`config.mk`:
```
export PLATFORM = sky130hd
export DESIGN_NAME = request_unit
export DESIGN_NICKNAME = d
export VERILOG_FILES = /design/src/rtl/cpu_types_pkg.sv /design/src/rtl/sat_counter.sv /design/src/rtl/request_unit.sv
export SDC_FILE = /design/constraint.sdc
export NUM_CORES = 1
export LEC_CHECK = 0
export CAP_MARGIN = 20
export CORE_UTILIZATION = 45
export CTS_BUF_LIST = sky130_fd_sc_hd__clkbuf_8
export CTS_CLUSTER_DIAMETER = 120
export DETAILED_ROUTE_END_ITERATION = 16
export PLACE_DENSITY_LB_ADDON = 0.12
export SKIP_CTS_REPAIR_TIMING = 1
export SLEW_MARGIN = 20
export SYNTH_ARGS = -nofsm -noshare
export SYNTH_HDL_FRONTEND = slang
export SYNTH_SLANG_ARGS = --single-unit
```
`constraint.sdc`:
```
create_clock -name CLK -period 2.2 [get_ports CLK]
set_clock_uncertainty 0.15 [all_clocks]
set_input_delay 0.33 -clock CLK [delete_from_list [all_inputs] [get_ports CLK]]
set_output_delay 0.33 -clock CLK [all_outputs]
set_load 0.005 [all_outputs]
```
`src/rtl/cpu_types_pkg.sv`:
```
// Shared types and default sizing for the request sequencer.
package cpu_types_pkg;

  typedef enum logic [1:0] {
    REQ_FETCH  = 2'd0,
    REQ_DATA   = 2'd1,
    REQ_HALTED = 2'd2
  } reqstate_t;

  localparam int unsigned CNT_W_DEF       = 16;
  localparam int unsigned TIMEOUT_CYC_DEF = 1024;

endpackage

```
`src/rtl/sat_counter.sv`:
```
// Saturating up-counter with synchronous clear; holds at all-ones.
module sat_counter #(
  parameter int unsigned W = 16
) (
  input  logic         clk,
  input  logic         rst_n,
  input  logic         en,
  input  logic         clr,
  output logic [W-1:0] count
);

  always_ff @(posedge clk or negedge rst_n) begin
    if (!rst_n) begin
      count <= '0;
    end else if (clr) begin
      count <= '0;
    end else if (en && !(&count)) begin
      count <= count + W'(1);
    end
  end

endmodule

```
`src/rtl/request_unit.sv`:
```
// Memory-request sequencer: fetch/data request pacing, sticky halt/error/timeout
// flags and saturating stall/retire statistics.
module request_unit
  import cpu_types_pkg::*;
#(
  parameter int unsigned CNT_W       = CNT_W_DEF,
  parameter int unsigned TIMEOUT_CYC = TIMEOUT_CYC_DEF
) (
  input  logic             CLK,
  input  logic             nRST,
  input  logic             ihit,
  input  logic             dhit,
  input  logic             cu_dREN,
  input  logic             cu_dWEN,
  input  logic             cu_halt,
  output logic             imemREN,
  output logic             dmemREN,
  output logic             dmemWEN,
  output logic             pc_en,
  output logic             halt,
  output logic             proto_err,
  output logic             timeout,
  output logic [CNT_W-1:0] istall_cnt,
  output logic [CNT_W-1:0] dstall_cnt,
  output logic [CNT_W-1:0] retired_cnt
);

  localparam int unsigned WAIT_W = $clog2(TIMEOUT_CYC + 1);

  reqstate_t         state, state_nxt;
  logic [WAIT_W-1:0] wait_cnt;
  logic              mem_op;
  logic              any_hit;
  logic              issue_op;
  logic              istall_en;
  logic              dstall_en;

  assign mem_op    = cu_dREN | cu_dWEN;
  assign any_hit   = ihit | dhit;
  // Halt wins over a simultaneous memory op on the same fetch.
  assign issue_op  = (state == REQ_FETCH) && ihit && !cu_halt && mem_op;
  assign istall_en = (state == REQ_FETCH) && !ihit;
  assign dstall_en = (state == REQ_DATA) && !dhit;

  // Next state, PC advance and instruction request.
  always_comb begin
    state_nxt = state;
    imemREN   = 1'b0;
    pc_en     = 1'b0;
    case (state)
      REQ_FETCH: begin
        imemREN = 1'b1;
        if (ihit) begin
          if (cu_halt)     state_nxt = REQ_HALTED;
          else if (mem_op) state_nxt = REQ_DATA;
          else             pc_en     = 1'b1;
        end
      end
      REQ_DATA: begin
        if (dhit) begin
          pc_en     = 1'b1;
          state_nxt = REQ_FETCH;
        end
      end
      default: ;
    endcase
  end

  // State, sticky flags, data request registers and wait timer.
  always_ff @(posedge CLK or negedge nRST) begin
    if (!nRST) begin
      state     <= REQ_FETCH;
      dmemREN   <= 1'b0;
      dmemWEN   <= 1'b0;
      halt      <= 1'b0;
      proto_err <= 1'b0;
      timeout   <= 1'b0;
      wait_cnt  <= '0;
    end else begin
      state <= state_nxt;
      if (issue_op) begin
        dmemWEN <= cu_dWEN;
        dmemREN <= cu_dREN & ~cu_dWEN;
        if (cu_dREN && cu_dWEN) proto_err <= 1'b1;
      end
      if ((state == REQ_DATA) && dhit) begin
        dmemREN <= 1'b0;
        dmemWEN <= 1'b0;
      end
      if ((state == REQ_FETCH) && ihit && cu_halt) halt <= 1'b1;
      // Every FETCH/DATA transition is caused by a hit, so clearing on hits covers state entry.
      if (state != REQ_HALTED) begin
        if (any_hit) begin
          wait_cnt <= '0;
        end else if (wait_cnt != WAIT_W'(TIMEOUT_CYC)) begin
          wait_cnt <= wait_cnt + WAIT_W'(1);
          if (wait_cnt == WAIT_W'(TIMEOUT_CYC - 1)) timeout <= 1'b1;
        end
      end
    end
  end

  sat_counter #(.W(CNT_W)) u_istall (
    .clk   (CLK),
    .rst_n (nRST),
    .en    (istall_en),
    .clr   (1'b0),
    .count (istall_cnt)
  );

  sat_counter #(.W(CNT_W)) u_dstall (
    .clk   (CLK),
    .rst_n (nRST),
    .en    (dstall_en),
    .clr   (1'b0),
    .count (dstall_cnt)
  );

  sat_counter #(.W(CNT_W)) u_retired (
    .clk   (CLK),
    .rst_n (nRST),
    .en    (pc_en),
    .clr   (1'b0),
    .count (retired_cnt)
  );

endmodule

```
==> metrics <==
Crit Path Category reg -> out; total track usage 19.12%; register bit total from synthesis 66; Syn Nets 336; Syn. warnings 0; final std cells w/o fill 519; CP max-delay cell clkdlybuf4s50_1; post-layout power 2.753 mW; worst hold path type reg -> reg; Area Growth Syn to Fin 31.40%; final WL 7286 microns; Final Instance Area 4508 sq um; final hold violations 0; routability cong. 0.8321; synth top area cells dfrtp_1 (48%), xnor2_1 (5.1%), xor2_1 (5.1%); outcome complete, no violations; Power Density 610.6 nW/um^2; Post-DP Area 4337 sq um; largest net degree at the start of global routing 42; RSZ-0062 raised after global routing false; clock latency reported for the late side of the worst-skew pair 340 ps; Die H 89.32 microns; DR vias/cell 5.372; first-pass GRT wire length 11590 microns; CTS clk-pin slew, worst paths 70 ps; CTS tree built; register share of total power 51.8%; Final #Nets 428; RR Startpoint state[1]; Port Buffers 61; cts bufs inserted 9; vias in the first global route 2411; Worst VDD drop 0.0003726 V; cell internal pwr 1.993 mW; Avg WL per Cell 14.04 microns; r2r setup slk 190 ps; Max Cap Viol 0; Antenna Cells 0; initial antenna violation count 0; layout cells sized above 1 17.14%; Final Core Density 61.82%; final worst slack 124.4 ps; CP arrival 1600 ps; drt drc 0; Post-Synthesis Cells 324; Critical Path Source state[0]; Rows 31; Avg Cell Area, Syn 10.59 sq um; crit-path max FO 11; core box area 7292 sq um; Synth top area share 48.14%; final setup fails 0; H-tree depth 3; Post-synth EDFFs 0; Worst setup EP type output pin; Critical Path Start Type register; Gate power share 18.3%; async set-reset flop share out of synthesis 100.0%; length of the first detailed-routing pass in iterations 4; top-count cell post-synth dfrtp_1; total grt overflow 0; clock sink count 66; antenna-violating nets left 0; Relative slew margins 59.37%; die width 89.32 microns; crit path time final 2076 ps; WP data required 1720 ps; Initial Util 47.05%; dpl hpwl 5184 microns; Slew @ Worst Pin 609.5 ps; Vias 2788; root buf cell clkbuf_8; sequential cell area fraction in the yosys report 48.14%; Syn Std Cell Area 3431 sq um; count of different cell masters after synthesis 55; leading area contributor after synthesis dfrtp_1; maximum buffer depth of the clock tree 2; max-slew violations 0; Max stage delay on crit path 520 ps; placed cell count 502; die area 7977 sq um; Place WS -139.8 ps; Clock Power Share 29.9%; synth cell count leaders dfrtp_1 (66), nand3_1 (20), xnor2_1 (20), xor2_1 (20), nand2_1 (19); CP Cell Sequence buf_4 -> nor2_1 -> clkdlybuf4s50_1; leakage dissipation 2.009 nW; f_max 481.8 MHz; Sw Pwr 0.7599 mW; Ports 62; drt initial violations 87; Tcrit/Tclk final 94.34%; filler instances 632; switch share 27.61%; ys flop type dfrtp_1; Hold Path Origin halt
-- path summary, 6_finish.rpt --
kind                                        to  cells after the start
max reg2reg                u_retired.count[14]                      6
min                                       halt                      1
max in group asynchronous              dmemREN                      3
max                                    imemREN                      3
min in group asynchronous   u_dstall.count[11]                      2
min reg2reg                               halt                      1
-- per-stage QoR --
step	hold slack, ps	TNS, ps
6_report	320.2	0
5_1_grt	338.6	0
4_1_cts	-140.7	-200.7
3_5_place_dp	228.8	-1429
3_3_place_gp	229.9	-1061
2_1_floorplan	-115.6	0
-- per-layer routing --
layer	track usage (%)	share of wire [%]	up-vias
li1	-	-	1376
met3	4.894	4.7	10
met4	6.494	1.1	0
met5	0	0	-
met2	28.17	46	64
met1	27.36	48	1338
-- cells in the final DEF (no fill, tap or decap), types with 9 or more instances in the layout --
master / count
nand2_1: 19
xnor2_1: 20
dfrtp_1: 66
nor3_1: 10
inv_1: 9
buf_4: 28
o21ai_0: 15
nor2_1: 16
a21oi_1: 9
xor2_1: 20
clkbuf_8: 9
nand4_1: 17
nand3_1: 20
clkdlybuf4s50_1: 59
-- critical path, delay by kind of cell, from the launching register on --
kind | cells | cell delay, ps
flops | 1 | 420
buf+inv | 2 | 700
simple gates | 1 | 140
-- flip-flops by register name (all words and copies together) (netlist names) --
signal	flops
u_istall.count	16
state	2
u_dstall.count	16
u_retired.count	16
timeout	1
wait_cnt	11
proto_err	1
dmemREN	1
halt	1
dmemWEN	1
-- power groups by stage --
stage / sequential [mW] / combinational [mW] / clock, mW
after CTS: 1.43 / 0.510 / 0.848
after global routing: 1.45 / 0.569 / 0.898
after global placement: 1.45 / 0.495 / 0
final: 1.43 / 0.503 / 0.823
after floorplan: 1.44 / 0.220 / 0
after detailed placement: 1.45 / 0.506 / 0
-- layout make-up --
cell class                      count  area [sq um]  share of cell area, %
Timing Repair Buffer               92         868.3                  19.26
Multi-Input combinational cell    239          1683                  37.33
Inverter                            8         30.03                 0.6661
Clock buffer                        9         123.9                  2.748
Tap cell                           99         123.9                  2.748
Clock inverter                      6         27.53                 0.6106
Sequential cell                    66          1652                  36.64
-- cell families (layout without fill, tap and decap cells) --
logic type / Yosys count / count (layout) / share of synthesized area [%]
flip-flops: 66 / 66 / 48.14
multiplexers: 4 / 4 / 1.313
adder cells (fa/ha/maj): 5 / 5 / 1.823
XOR/XNOR: 40 / 40 / 10.21
AO/OA/AOI/OAI: 47 / 47 / 8.753
buffers and inverters: 19 / 115 / 2.808
AND/OR/NAND/NOR: 143 / 143 / 26.95
(Power assumes the default switching activity.)
